File: src/rtl/apb_pkg.sv
// Shared APB types and defaults for the requester and its helpers.
package apb_pkg;

    localparam int APB_ADDR_W          = 32;
    localparam int APB_DATA_W          = 32;
    localparam int APB_MST_TIMEOUT_DEF = 16;

    typedef enum logic [1:0] {
        IDLE   = 2'd0,
        SETUP  = 2'd1,
        ACCESS = 2'd2
    } apb_mst_state_e;

endpackage

File: src/rtl/apb_wait_timer.sv
// Counts ACCESS wait states and flags the cycle on which the transfer must be abandoned.
module apb_wait_timer
    import apb_pkg::*;
#(
    parameter int TIMEOUT = APB_MST_TIMEOUT_DEF
) (
    input  logic clk,
    input  logic rst,
    input  logic clear,
    input  logic count_en,
    output logic expired
);

    localparam int CNT_W = (TIMEOUT > 0) ? $clog2(TIMEOUT + 1) : 1;
    localparam logic [CNT_W-1:0] LAST = CNT_W'((TIMEOUT == 0) ? 0 : TIMEOUT - 1);

    logic [CNT_W-1:0] count;

    // NOTE: sequential state uses non-blocking assignments so every register samples pre-edge values.
    always_ff @(posedge clk) begin
        if (rst || clear) begin
            count <= '0;
        end else if (count_en) begin
            count <= count + CNT_W'(1);
        end
    end

    // Expiry is evaluated before the increment, so the abort lands on the TIMEOUT-th low-pready edge.
    assign expired = (TIMEOUT != 0) && count_en && (count == LAST);

endmodule

File: src/rtl/apb_master.sv
// APB requester: one command in, one SETUP/ACCESS transfer out, one registered response pulse back.
module apb_master
    import apb_pkg::*;
#(
    parameter int ADDR_W  = APB_ADDR_W,
    parameter int DATA_W  = APB_DATA_W,
    parameter int TIMEOUT = APB_MST_TIMEOUT_DEF
) (
    input  logic              pclk,
    input  logic              preset,
    input  logic              cmd_valid,
    output logic              cmd_ready,
    input  logic              cmd_write,
    input  logic [ADDR_W-1:0] cmd_addr,
    input  logic [DATA_W-1:0] cmd_wdata,
    output logic              rsp_valid,
    output logic [DATA_W-1:0] rsp_rdata,
    output logic              rsp_err,
    output logic              rsp_timeout,
    output logic              psel,
    output logic              penable,
    output logic              pwrite,
    output logic [ADDR_W-1:0] paddr,
    output logic [DATA_W-1:0] pwdata,
    input  logic [DATA_W-1:0] prdata,
    input  logic              pready,
    input  logic              pslverr
);

    apb_mst_state_e    state, state_nxt;
    logic              psel_nxt, penable_nxt, pwrite_nxt;
    logic [ADDR_W-1:0] paddr_nxt;
    logic [DATA_W-1:0] pwdata_nxt, rsp_rdata_nxt;
    logic              rsp_valid_nxt, rsp_err_nxt, rsp_timeout_nxt;
    logic              timer_clear, timer_count, timer_expired;

    assign cmd_ready   = (state == IDLE);
    assign timer_clear = (state == SETUP);
    assign timer_count = (state == ACCESS) && !pready;

    apb_wait_timer #(
        .TIMEOUT (TIMEOUT)
    ) u_wait_timer (
        .clk      (pclk),
        .rst      (preset),
        .clear    (timer_clear),
        .count_en (timer_count),
        .expired  (timer_expired)
    );

    always_ff @(posedge pclk) begin
        if (preset) begin
            state       <= IDLE;
            psel        <= 1'b0;
            penable     <= 1'b0;
            pwrite      <= 1'b0;
            paddr       <= '0;
            pwdata      <= '0;
            rsp_valid   <= 1'b0;
            rsp_err     <= 1'b0;
            rsp_timeout <= 1'b0;
            rsp_rdata   <= '0;
        end else begin
            state       <= state_nxt;
            psel        <= psel_nxt;
            penable     <= penable_nxt;
            pwrite      <= pwrite_nxt;
            paddr       <= paddr_nxt;
            pwdata      <= pwdata_nxt;
            rsp_valid   <= rsp_valid_nxt;
            rsp_err     <= rsp_err_nxt;
            rsp_timeout <= rsp_timeout_nxt;
            rsp_rdata   <= rsp_rdata_nxt;
        end
    end

    always_comb begin
        // NOTE: every output gets a default first so no path through the case can infer a latch.
        state_nxt       = state;
        psel_nxt        = psel;
        penable_nxt     = penable;
        pwrite_nxt      = pwrite;
        paddr_nxt       = paddr;
        pwdata_nxt      = pwdata;
        rsp_valid_nxt   = 1'b0;
        rsp_timeout_nxt = 1'b0;
        rsp_err_nxt     = rsp_err;
        rsp_rdata_nxt   = rsp_rdata;

        case (state)
            IDLE: begin
                psel_nxt    = 1'b0;
                penable_nxt = 1'b0;
                if (cmd_valid) begin
                    state_nxt  = SETUP;
                    psel_nxt   = 1'b1;
                    pwrite_nxt = cmd_write;
                    paddr_nxt  = cmd_addr;
                    pwdata_nxt = cmd_write ? cmd_wdata : '0;
                end
            end
            SETUP: begin
                state_nxt   = ACCESS;
                penable_nxt = 1'b1;
            end
            ACCESS: begin
                if (pready) begin
                    state_nxt     = IDLE;
                    psel_nxt      = 1'b0;
                    penable_nxt   = 1'b0;
                    rsp_valid_nxt = 1'b1;
                    rsp_err_nxt   = pslverr;
                    // Only a clean read forwards prdata; anything else returns zero.
                    rsp_rdata_nxt = (!pwrite && !pslverr) ? prdata : '0;
                end else if (timer_expired) begin
                    state_nxt       = IDLE;
                    psel_nxt        = 1'b0;
                    penable_nxt     = 1'b0;
                    rsp_valid_nxt   = 1'b1;
                    rsp_err_nxt     = 1'b1;
                    rsp_timeout_nxt = 1'b1;
                    rsp_rdata_nxt   = '0;
                end
            end
            default: begin
                state_nxt   = IDLE;
                psel_nxt    = 1'b0;
                penable_nxt = 1'b0;
            end
        endcase
    end

endmodule

File: config.mk
export PLATFORM = sky130hd
export DESIGN_NAME = apb_master
export DESIGN_NICKNAME = d
export VERILOG_FILES = /design/src/rtl/apb_pkg.sv /design/src/rtl/apb_wait_timer.sv /design/src/rtl/apb_master.sv
export SDC_FILE = /design/constraint.sdc
export NUM_CORES = 1
export LEC_CHECK = 0
export ABC_CLOCK_PERIOD_IN_PS = 2450
export CAP_MARGIN = 5
export CORE_MARGIN = 5
export CORE_UTILIZATION = 39
export DETAILED_ROUTE_END_ITERATION = 16
export MAX_ROUTING_LAYER = met4
export PLACE_DENSITY = 0.8
export RECOVER_POWER = 50
export SYNTH_ARGS = -nofsm -noshare
export SYNTH_HDL_FRONTEND = slang
export SYNTH_HIERARCHICAL = 1
export SYNTH_SLANG_ARGS = --single-unit
export TNS_END_PERCENT = 10
File: constraint.sdc
create_clock -name pclk -period 2.45 [get_ports pclk]
set_input_delay 0.49 -clock pclk [delete_from_list [all_inputs] [get_ports pclk]]
set_output_delay 0.49 -clock pclk [all_outputs]
set_load 0.01 [all_outputs]
* Yosys cells after proc, flatten, opt, wreduce, memory -nomap -nowiden
Cells that the tools add are included.
Word-level totals: bits of input ports 102, register bits 109, logic and storage cells 51
Cells by class: equality and inequality tests 5, reductions and logical operators 15, add/subtract/negate cells 1, multiplexer cells 17, bitwise logic cells 2
Operators with widths (number):
- 32-bit 2-to-1 mux | 4
- 2-bit AND reduction | 4
- 1-bit 2-to-1 mux | 7
- 2-bit 2-to-1 mux | 3
- 2-bit one-hot mux with 3 select lines | 1
- 5-bit by 1-bit adder with 5-bit output, second input constant | 1
- 5-bit by 4-bit == test with 1-bit output, second input constant | 1
- 1-bit logical AND | 3
- 1-bit logical NOT | 3
- 3-bit inequality test, second input constant | 1
- 1-bit one-hot mux with 3 select lines | 1
- 3-bit OR reduction | 1
- 2-bit by 1-bit == test with 1-bit output, second input constant | 1
- 2-bit == test, second input constant | 1
- 2-bit logical NOT | 1
- 2-bit inequality test, second input constant | 1
- 1-bit NOT | 2
- 1-bit one-hot mux with 2 select lines | 1
- 2-bit nonzero test | 1
- 2-bit OR reduction | 1
- 1-bit logical OR | 1

* Depth between registers and ports, before layout
Gate-level depths: netlist of the first run.
depth in word-level cells 6, gate-level depth with buffers 9, depth with buffers taken out 7

* Hierarchy
Netlist of the first run, hierarchy kept.
By module, submodules not included:
- apb_master | area each 3597.2 um^2, sequential area each 2082.0 um^2, cells each 391, instances 1
- apb_wait_timer | area each 272.8 um^2, sequential area each 100.1 um^2, cells each 25, instances 1

* Worst setup path before layout of the first run
Ideal clock, no wire load.
kind register to register, start point register u_wait_timer.count[0], end point register rsp_rdata[10], setup time 59 ps, slack 514 ps, arrival time 1877 ps, cell stages (with the launch flop) 9, required time 2391 ps, cells stage by stage dfxtp_1 -> ha_1 -> and3_1 -> ha_1 -> and2_1 -> or2_1 -> a21oi_1 -> buf_4 -> a22o_1
Between the ends: word-level cells in the longest chain between the ends 4
RTL lines:
- from (decl) | line apb_wait_timer.sv:17 | logic [CNT_W-1:0] count;
- from (signal assigned) | line apb_wait_timer.sv:24 | count <= count + CNT_W'(1);
- 5-bit by 4-bit == test with 1-bit output | line apb_wait_timer.sv:29 | assign expired = (TIMEOUT != 0) && count_en && (count == LAST);
- 1-bit logical AND | line apb_wait_timer.sv:29
- net timer_expired | line apb_master.sv:35 | logic timer_clear, timer_count, timer_expired;
- 2-bit nonzero test (no line)
- 2-bit AND reduction (no line)
- to (signal assigned) | line apb_master.sv:73 | rsp_rdata <= rsp_rdata_nxt;
- to (decl) | line apb_master.sv:17 | output logic [DATA_W-1:0] rsp_rdata,
The timed path passes the listed nets, and every way through them passes these cells. A chain may end at the register's enable or synchronous reset.

* Worst setup path after layout of the first run
start point input cmd_valid, end point register pwdata[26]
Between the ends: word-level cells in the longest chain between the ends 1
RTL lines:
- from (decl) | line apb_master.sv:11 | input logic cmd_valid,
- 2-bit AND reduction (no line)
- to (signal assigned) | line apb_master.sv:69 | pwdata <= pwdata_nxt;
- to (decl) | line apb_master.sv:24 | output logic [DATA_W-1:0] pwdata,
Every way passes these cells.

==> results.yml, run 1 <==
place:
  dp.cells: 724
  gp_congestion: 0.721
  place_ws_ns: 0.112
  dpl.hpwl_um: 8530
  io_buffers: 204
global_route:
  grt_start_max_net_pins: 77
  grt_first_pass_wirelength_um: 17800
  grt_pass1_vias: 3601
  antenna_found_initial: 0
  overflow: 0
  track_usage: 0.195
drt:
  via_per_inst: 4.94
  vias: 3657
  dr.pass1.iters: 4
  wire_per_inst_um: 15.8
  drtIter0Drc: 256
  post-route-drc-count: 0
  ant_nets: 0
  wirelength_um: 11700
synthesis:
  yosys_most_used_dff: "dfxtp_1"
  synth_largest_area_cell: "dfxtp_1"
  yosysUniqueCellTypes: 34
  synthAdderAreaFrac: 0.00647
  synthTopCellsByArea: "dfxtp_1 56%, nand2_1 9.6%, a21oi_1 8.9%"
  yosysSeqAreaShare: 0.564
  synth_nets: 520
  synth-edff-count: 0
  synth_top_family_by_area: "simple AND/OR/NAND/NOR gates"
  synthCells: 416
  synth-xor-area-share: 0.00226
  synth_mux_area_frac: 0.00905
  synth_area_mm2: 0.00387
  synth_compound_area_frac: 0.172
  syn_avg_cell_area_um2: 9.30
  yosys_warnings: 6
  synth_simple_gate_area_share: 0.187
  synthArstFlopShare: 0
  ys_seq_elements: 109
  yosysMostFrequentCell: "dfxtp_1"
  ys_top_cells_by_count: "109 x dfxtp_1, 99 x nand2_1, 69 x a21oi_1, 32 x a22o_1, 32 x nand3_1"
  synth_top_area_frac: 0.564
worst_setup_path:
  critPathRequiredTime_ns: 2.74
  critical-path-slowest-cell: "or3b_2"
  slowest_delay_ns: 1.08
  cp-end-kind: "flop"
  worstSetupStartpointType: "input port"
  cp_max_fo: 66
  path_cells: "clkdlybuf4s50_1 -> or3b_2 -> nand2_1 -> a21oi_1"
  path_class: "input port to flop"
  worst_ep_arrival_time_ns: 2.40
sta:
  grt_setup_unrepaired: "no"
  fin_ws_ns: 0.339
  post-route-min-period_ns: 2.11
  finalHoldViolCount: 0
  maxSlewHeadroom: 0.105
  setup_viol: 0
  tns_ns: 0
  slew_viol_final: 0
  tightestPinTransition_ns: 1.34
  max_freq_mhz: 474
  fin_crit_sh: 0.861
  final.setup_skew_ns: 0.00805
clocking:
  cts_sinks: 109
  htreeDepth: 3
  holdBufCountCts: 0
  cts_setup_buffers: 0
  clock_latency_ns: 0.37
  clock_path_buffers: 2
  cts.clk_slew.worst_paths_ns: 0.10
  cts_root_buffer: "clkbuf_8"
  post_cts_resized: 0
  cts-buffers-inserted: 9
  cts_tree: "built"
layout:
  insertedDiodeCount: 0
  area_delta_synth_final_pct: 58.1
  nFillCells: 834
  regArea_mm2: 0.00218
  nNetsFinal: 706
  drive_gt1_frac: 0.0428
  multiInputGateArea_mm2: 0.00146
  finalNonFillerCells: 740
floorplanning:
  coreArea_mm2: 0.00973
  die_x_um: 110
  rows: 36
  dieArea_mm2: 0.0120
  die_h_um: 110
  boundaryPins: 205
  start_util: 0.398
hold_path:
  min-delay-path-class: "flop to flop"
run:
  drv_cap: 0
power_and_ir_drop:
  ir_worst_vdd_mv: 0.377
  p_per_area_mw_per_mm2: 585
  p_leak_nw: 2.43
run_status:
  status: "complete, no violations"
metrics by stage:
stage	hold slack [ns]	utilization	power (mW)	cell area, um2
after detailed placement	0.444	0.608	2.47	5920
after CTS	0.458	0.630	3.65	6130
after global placement	0.437	0.608	2.46	5920
after global routing	0.476	0.629	3.74	6120
after floorplan	0.476	-	2.14	3870
final	0.456	0.629	3.58	6120
layout by cell type (no fill, tap or decap), types with 2 or more instances in the layout:
cell type / count
clkbuf_1: 2
dlygate4sd3_1: 68
bufinv_16: 2
nor4b_1: 2
buf_4: 4
a21oi_1: 68
ha_1: 2
mux2i_1: 2
nor2_1: 12
dfxtp_1: 109
clkinvlp_4: 3
a22o_1: 32
nand2_1: 99
clkdlybuf4s50_1: 135
nand3_1: 32
inv_1: 2
clkbuf_8: 9
cell type report:
class                           count  area share
Multi-Input combinational cell    270       0.238
Inverter                            2     0.00123
Tap cell                          133      0.0272
Sequential cell                   109       0.357
Clock inverter                      6      0.0143
Timing Repair Buffer              210       0.342
Clock buffer                       10      0.0209
final timing paths:
| check | startpoint | end | slack, ns | cells past startpoint |
|---|---|---|---|---|
| worst max-delay path | cmd_valid | pwdata[26] | 0.34 | 4 |
| worst min-delay path | pwdata[31] | pwdata[31] | 0.46 | 2 |
| worst max register to register | state[0] | pwdata[26] | 0.36 | 3 |
| worst min register to register | pwdata[31] | pwdata[31] | 0.46 | 2 |
power by group:
group          switching (mW)  internal [mW]  leakage (nW)
logic                   0.235          0.297          1.45
clock network           0.595          0.574        0.0985
registers              0.0373           1.84         0.887
total                   0.867           2.71          2.43
flip-flops by register name, indices dropped and copies added (netlist names), 2 cells and up:
| register | flops |
|---|---|
| paddr | 32 |
| pwdata | 32 |
| rsp_rdata | 32 |
| state | 2 |
| u_wait_timer/count | 5 |
cells by family (layout without fill, tap and decap cells):
logic type               Yosys count  in the layout
XOR/XNOR                           1              1
AO/OA/AOI/OAI                    105            105
multiplexers                       3              3
adder cells (fa/ha/maj)            2              2
buffers and inverters             37            228
flip-flops                       109            109
AND/OR/NAND/NOR                  159            159
worst max-delay path, delay by kind of cell:
family | cells | cell delay, ns
compound gates | 1 | 0.18
buf+inv | 1 | 0.44
simple gates | 2 | 1.24
metal layers:
| layer | share of wire | track usage |
|---|---|---|
| met5 | 0 | - |
| met4 | 0.014 | 0.0695 |
| met3 | 0.099 | 0.0687 |
| met2 | 0.51 | 0.341 |
| met1 | 0.38 | 0.204 |
No activity file was read; power rests on OpenSTA's default activity.
==> run 2: changes to the inputs <==
- CORE_UTILIZATION: 39 -> 28
- PLACE_DENSITY: 0.8 -> unset
==> run 2 against run 1 <==
Effect of this change:
- sequential cell count stayed put
- non-clock buffer count rose by 1
- clock power is 15% higher
- sequential share of layout area down 0.79 points
- design area rose by 2.3%
- register-to-register slack gained 0.09 ns
- utilization fell by 17 points
- hold slack got worse by 0.078 ns
- global-route usage decreased by 5.2 points
- routed wire length decreased by 2.3%
- clock skew down 0.0012 ns
- worst setup slack improved by 0.11 ns
==> results.yml, run 2 (synthesized netlist as in run 1, its figures left out) <==
floorplanning:
  die_x_um: 128
  boundaryPins: 205
  start_util: 0.282
  dieArea_mm2: 0.0163
  coreArea_mm2: 0.0137
  rows: 43
  die_h_um: 128
power_and_ir_drop:
  ir_worst_vdd_mv: 0.432
  power.clock.fraction: 0.357
  p_per_area_mw_per_mm2: 598
  pwr-share-seq: 0.501
  p_sw_frac: 0.240
  p_total_mw: 3.74
  p_leak_nw: 2.56
  p_int_mw: 2.84
  p_switching_mw: 0.899
  comb_power_share: 0.142
run:
  drv_cap: 0
layout:
  area_delta_synth_final_pct: 61.7
  regArea_mm2: 0.00218
  multiInputGateArea_mm2: 0.00146
  final_cell_mix: "109 x dfxtp_1, 106 x clkdlybuf4s50_1, 99 x nand2_1"
  reg.largest.list: "paddr (32), pwdata (32), rsp_rdata (32)"
  nFillCells: 1319
  nNetsFinal: 707
  insertedDiodeCount: 0
  final_common_cell: "dfxtp_1"
  drive_gt1_frac: 0.0445
global_route:
  grt_pass1_vias: 3637
  use_met1: 0.169
  busiest_layer: "met2"
  antenna_found_initial: 0
  grt_start_max_net_pins: 67
  grt_first_pass_wirelength_um: 18100
  overflow: 0
  track_usage: 0.143
  use_met3: 0.0539
  grt_use_met2: 0.221
run_status:
  status: "complete, no violations"
sta:
  finalHoldViolCount: 0
  fin_crit_sh: 0.816
  hold_ws_ns: 0.378
  fin_ws_ns: 0.450
  tns_ns: 0
  max_freq_mhz: 500
  final.setup_skew_ns: 0.00681
  setup_viol: 0
  slew_viol_final: 0
  grt_setup_unrepaired: "no"
  maxSlewHeadroom: 0.457
  tightestPinTransition_ns: 0.814
  post-route-min-period_ns: 2.00
worst_setup_path:
  timing.critical_path.mode_cell: "ha_1"
  worst_ep_arrival_time_ns: 2.29
  worstSetupStartpointType: "flop"
  worstSetupEndpoint: "rsp_rdata[2]"
  r2r_start: "u_wait_timer/count[0]"
  critPathRequiredTime_ns: 2.74
  r2r-end: "rsp_rdata[2]"
  path_cells: "ha_1 -> and3_1 -> ha_1 -> and2_0 -> or2_0 -> a21oi_2 -> buf_12 -> a22o_1"
  cp_max_fo: 32
  crit_buf_inv: 1
  slowest_delay_ns: 0.35
  cp-end-kind: "flop"
  critical-path-slowest-cell: "dfxtp_1"
  cp.depth: 8
  r2r_slack_ns: 0.45
  crit_family: "simple AND/OR/NAND/NOR gates"
  reg2reg_depth: 8
  crit_start: "u_wait_timer/count[0]"
  path_class: "flop to flop"
drt:
  vias: 3578
  ant_nets: 0
  wirelength_um: 11500
  wire_per_inst_um: 14.6
  dr.pass1.iters: 4
  drtIter0Drc: 92
  via_per_inst: 4.55
  post-route-drc-count: 0
clocking:
  cts_sinks: 109
  cts_root_buffer: "clkbuf_16"
  post_cts_resized: 0
  clock_latency_ns: 0.34
  clock_path_buffers: 2
  cts.clk_slew.worst_paths_ns: 0.07
  cts-buffers-inserted: 9
  cts_setup_buffers: 0
  holdBufCountCts: 0
  htreeDepth: 3
  cts_tree: "built"
place:
  dpl.hpwl_um: 8120
  gp_congestion: 0.780
  io_buffers: 204
  place_ws_ns: 0.278
hold_path:
  min-delay-path-class: "input port to flop"
[run 2: cell count changes in the layout (fill, tap and decap cells not counted), sizes merged]
cell           delta
buf               +1
bufinv            -2
clkbuf            +1
clkdlybuf4s50    -29
clkinv            +1
clkinvlp          -1
dlygate4sd3      +29
[run 2: worst min path at each step]
stage	startpoint	endpoint	slack, ns	cells past startpoint
after floorplan	pwdata[0]	pwdata[0]	0.48	2
after global placement	pwdata[24]	pwdata[24]	0.44	2
after detailed placement	pwdata[11]	pwdata[11]	0.44	2
after CTS	preset	rsp_valid	0.36	2
after global routing	preset	rsp_valid	0.37	2
final	preset	rsp_valid	0.38	2
[run 2: routing by layer]
| layer | routed length, um | vias to the layer above | part of all wire |
|---|---|---|---|
| met5 | 0 | - | 0 |
| met4 | 224 | 0 | 0.020 |
| met3 | 1060 | 18 | 0.093 |
| met2 | 5220 | 140 | 0.46 |
| met1 | 4950 | 1633 | 0.43 |
| li1 | - | 1787 | - |
[run 2: stage by stage]
step                instance area, um2  utilization  std cells
floorplan                         3870            -        416
global placement                  6000        0.437        772
detailed placement                6000        0.437        772
CTS                               6260        0.457        787
global route                      6260        0.456        787
finish                            6260        0.456        787
[run 2: worst reg2reg max path, delay by kind of cell, from the launching register on]
| family | cells | cell delay [ns] |
|---|---|---|
| adder cells (fa/ha/maj) | 2 | 0.40 |
| buffers and inverters | 1 | 0.20 |
| flip-flops | 1 | 0.35 |
| AO/OA/AOI/OAI | 2 | 0.37 |
| AND/OR/NAND/NOR | 3 | 0.62 |
[run 2: area by class of cell]
cell class / instances / share of cell area
flip-flops and latches: 109 / 0.349
repair buffers: 211 / 0.337
multi-input cells: 270 / 0.234
clock buffers: 11 / 0.0388
well taps: 180 / 0.0360
clock inverters: 4 / 0.00400
inverters: 2 / 0.00120
[run 2: power by group through the flow]
stage | registers, mW | clock network (mW) | logic, mW
floorplan | 1.94 | 0 | 0.197
global placement | 1.92 | 0 | 0.552
detailed placement | 1.92 | 0 | 0.558
CTS | 1.88 | 1.40 | 0.561
global route | 1.89 | 1.45 | 0.578
finish | 1.88 | 1.34 | 0.530
==> run 3: changes to the inputs <==
- ABC_CLOCK_PERIOD_IN_PS: 2450 -> 1700
- clock period: 2.45 -> 1.7 ns (I/O delays scaled with it)
==> run 3 against run 2 <==
Effect of this change:
- the run now ends with negative setup slack left
- via count rose by 2.0%
- global-route usage up 0.99 points
- sequential share of layout area is 1.1 points lower
- clock power up 67%
- critical path type unchanged
==> results.yml, run 3 (synthesized netlist as in run 1, its figures left out) <==
run_status:
  status: "finished with violations"
  violations: "negative setup slack"
sta:
  maxSlewHeadroom: 0.756
  final.setup_skew_ns: 0.00617
  finalHoldViolCount: 0
  max_freq_mhz: 565
  post-route-min-period_ns: 1.77
  grt_setup_unrepaired: "yes"
  setup_viol: 33
  fin_ws_ns: -0.0709
  slew_viol_final: 0
  tightestPinTransition_ns: 0.366
  fin_crit_sh: 1.04
power_and_ir_drop:
  p_total_mw: 5.78
  p_leak_nw: 2.39
  ir_worst_vdd_mv: 0.598
  p_per_area_mw_per_mm2: 892
floorplanning:
  die_x_um: 128
  boundaryPins: 205
  coreArea_mm2: 0.0137
  die_h_um: 128
  dieArea_mm2: 0.0163
  rows: 43
  start_util: 0.282
clocking:
  holdBufCountCts: 0
  cts.clk_slew.worst_paths_ns: 0.07
  cts_tree: "built"
  cts_sinks: 109
  clock_latency_ns: 0.35
  cts_root_buffer: "clkbuf_16"
  htreeDepth: 3
  clock_path_buffers: 2
  cts-buffers-inserted: 9
  cts_setup_buffers: 0
hold_path:
  min-delay-path-class: "flop to flop"
  hp-start: "pwdata[3]"
  min_path_cells: 2
  hold_path_end: "pwdata[3]"
place:
  dp.cells: 785
  dpl.hpwl_um: 8960
  postPlaceCellArea_mm2: 0.00619
  io_buffers: 204
  gp_congestion: 0.773
drt:
  vias: 3651
  wire_per_inst_um: 15.2
  dr.pass1.iters: 4
  post-route-drc-count: 0
  ant_nets: 0
  drtIter0Drc: 149
  via_per_inst: 4.56
  wirelength_um: 12200
global_route:
  grt_start_max_net_pins: 44
  track_usage: 0.153
  overflow: 0
  antenna_found_initial: 0
  grt_first_pass_wirelength_um: 19100
  grt_pass1_vias: 3702
worst_setup_path:
  crit_start: "u_wait_timer/count[0]"
  worst_ep_arrival_time_ns: 2.07
  r2r-end: "rsp_rdata[31]"
  path_class: "flop to flop"
  r2r_start: "u_wait_timer/count[0]"
  cp_max_fo: 32
  worstSetupStartpointType: "flop"
  cp-end-kind: "flop"
  reg2reg_depth: 8
  critPathRequiredTime_ns: 2.00
  r2r_slack_ns: -0.07
layout:
  drive_gt1_frac: 0.0805
  area_delta_synth_final_pct: 67.3
  final_common_cell: "clkdlybuf4s50_1"
  finalNonFillerCells: 801
  nNetsFinal: 720
  design_area_mm2: 0.00648
  final_cell_mix: "192 x clkdlybuf4s50_1, 107 x dfxtp_1, 99 x nand2_1"
  reg.largest.list: "paddr (32), pwdata (32), rsp_rdata (32)"
  insertedDiodeCount: 0
run:
  drv_cap: 0
[run 3: changes by cell type in the layout (fill, tap and decap cells not counted), moves of 2 or more]
cell	before	now
dfxtp_1	109	107
dlygate4sd3_1	97	10
inv_6	0	3
clkbuf_4	0	2
buf_12	2	4
buf_4	4	12
clkinv_2	2	0
ha_4	0	2
ha_1	2	0
clkdlybuf4s50_1	106	192
[run 3: through the flow]
step | hold WS [ns] | TNS, ns | utilization | worst slack (ns)
3_3_place_gp | 0.439 | -6.88 | 0.451 | -0.137
3_5_place_dp | 0.443 | -9.43 | 0.451 | -0.174
2_1_floorplan | 0.417 | -0.0946 | - | -0.00581
6_report | 0.451 | -1.72 | 0.472 | -0.0709
5_1_grt | 0.468 | -4.85 | 0.472 | -0.159
4_1_cts | 0.449 | -2.00 | 0.475 | -0.0816
[run 3: routing by layer]
layer  wire length [um]  vias up  global-route usage
li1                   -     1819                   -
met1               5100     1687               0.179
met2               5850      134               0.247
met3               1080       11              0.0548
met4                119        0              0.0448
met5                  0        -                   -
[run 3: timing repair]
item / in CTS / in global routing
endpoints found under the setup margin: 33 / 33
pin swaps: 14 / 16
resized for setup: 1 / 2
[run 3: report_power, final]
group	switching, mW	total (mW)	internal, mW
clock	0.983	2.24	1.26
sequential	0.0505	2.70	2.65
combinational	0.360	0.838	0.478
total	1.39	5.78	4.38
[run 3: critical path: stages, from the launching register on]
cell	delay, ns
dfxtp_4	0.35
ha_4	0.16
and3_4	0.18
ha_4	0.14
and2_4	0.13
or2_4	0.26
a21oi_4	0.14
buf_12	0.20
a22o_1	0.15
[run 3: worst max-delay path by stage]
stage,end,slack [ns],cells after the start
2_1_floorplan,rsp_rdata[10],-0.006,8
3_3_place_gp,rsp_rdata[26],-0.14,7
3_5_place_dp,rsp_rdata[31],-0.17,7
4_1_cts,rsp_rdata[31],-0.08,8
5_1_grt,rsp_rdata[18],-0.16,8
6_report,rsp_rdata[31],-0.07,8
[run 3: final cells by class]
type | instances | area (um2)
well taps | 180 | 225
inverters | 2 | 7.51
fillers | 1331 | 7240
repair buffers | 224 | 2230
clock buffers | 10 | 250
clock inverters | 6 | 75.1
flip-flops and latches | 109 | 2190
multi-input cells | 270 | 1500
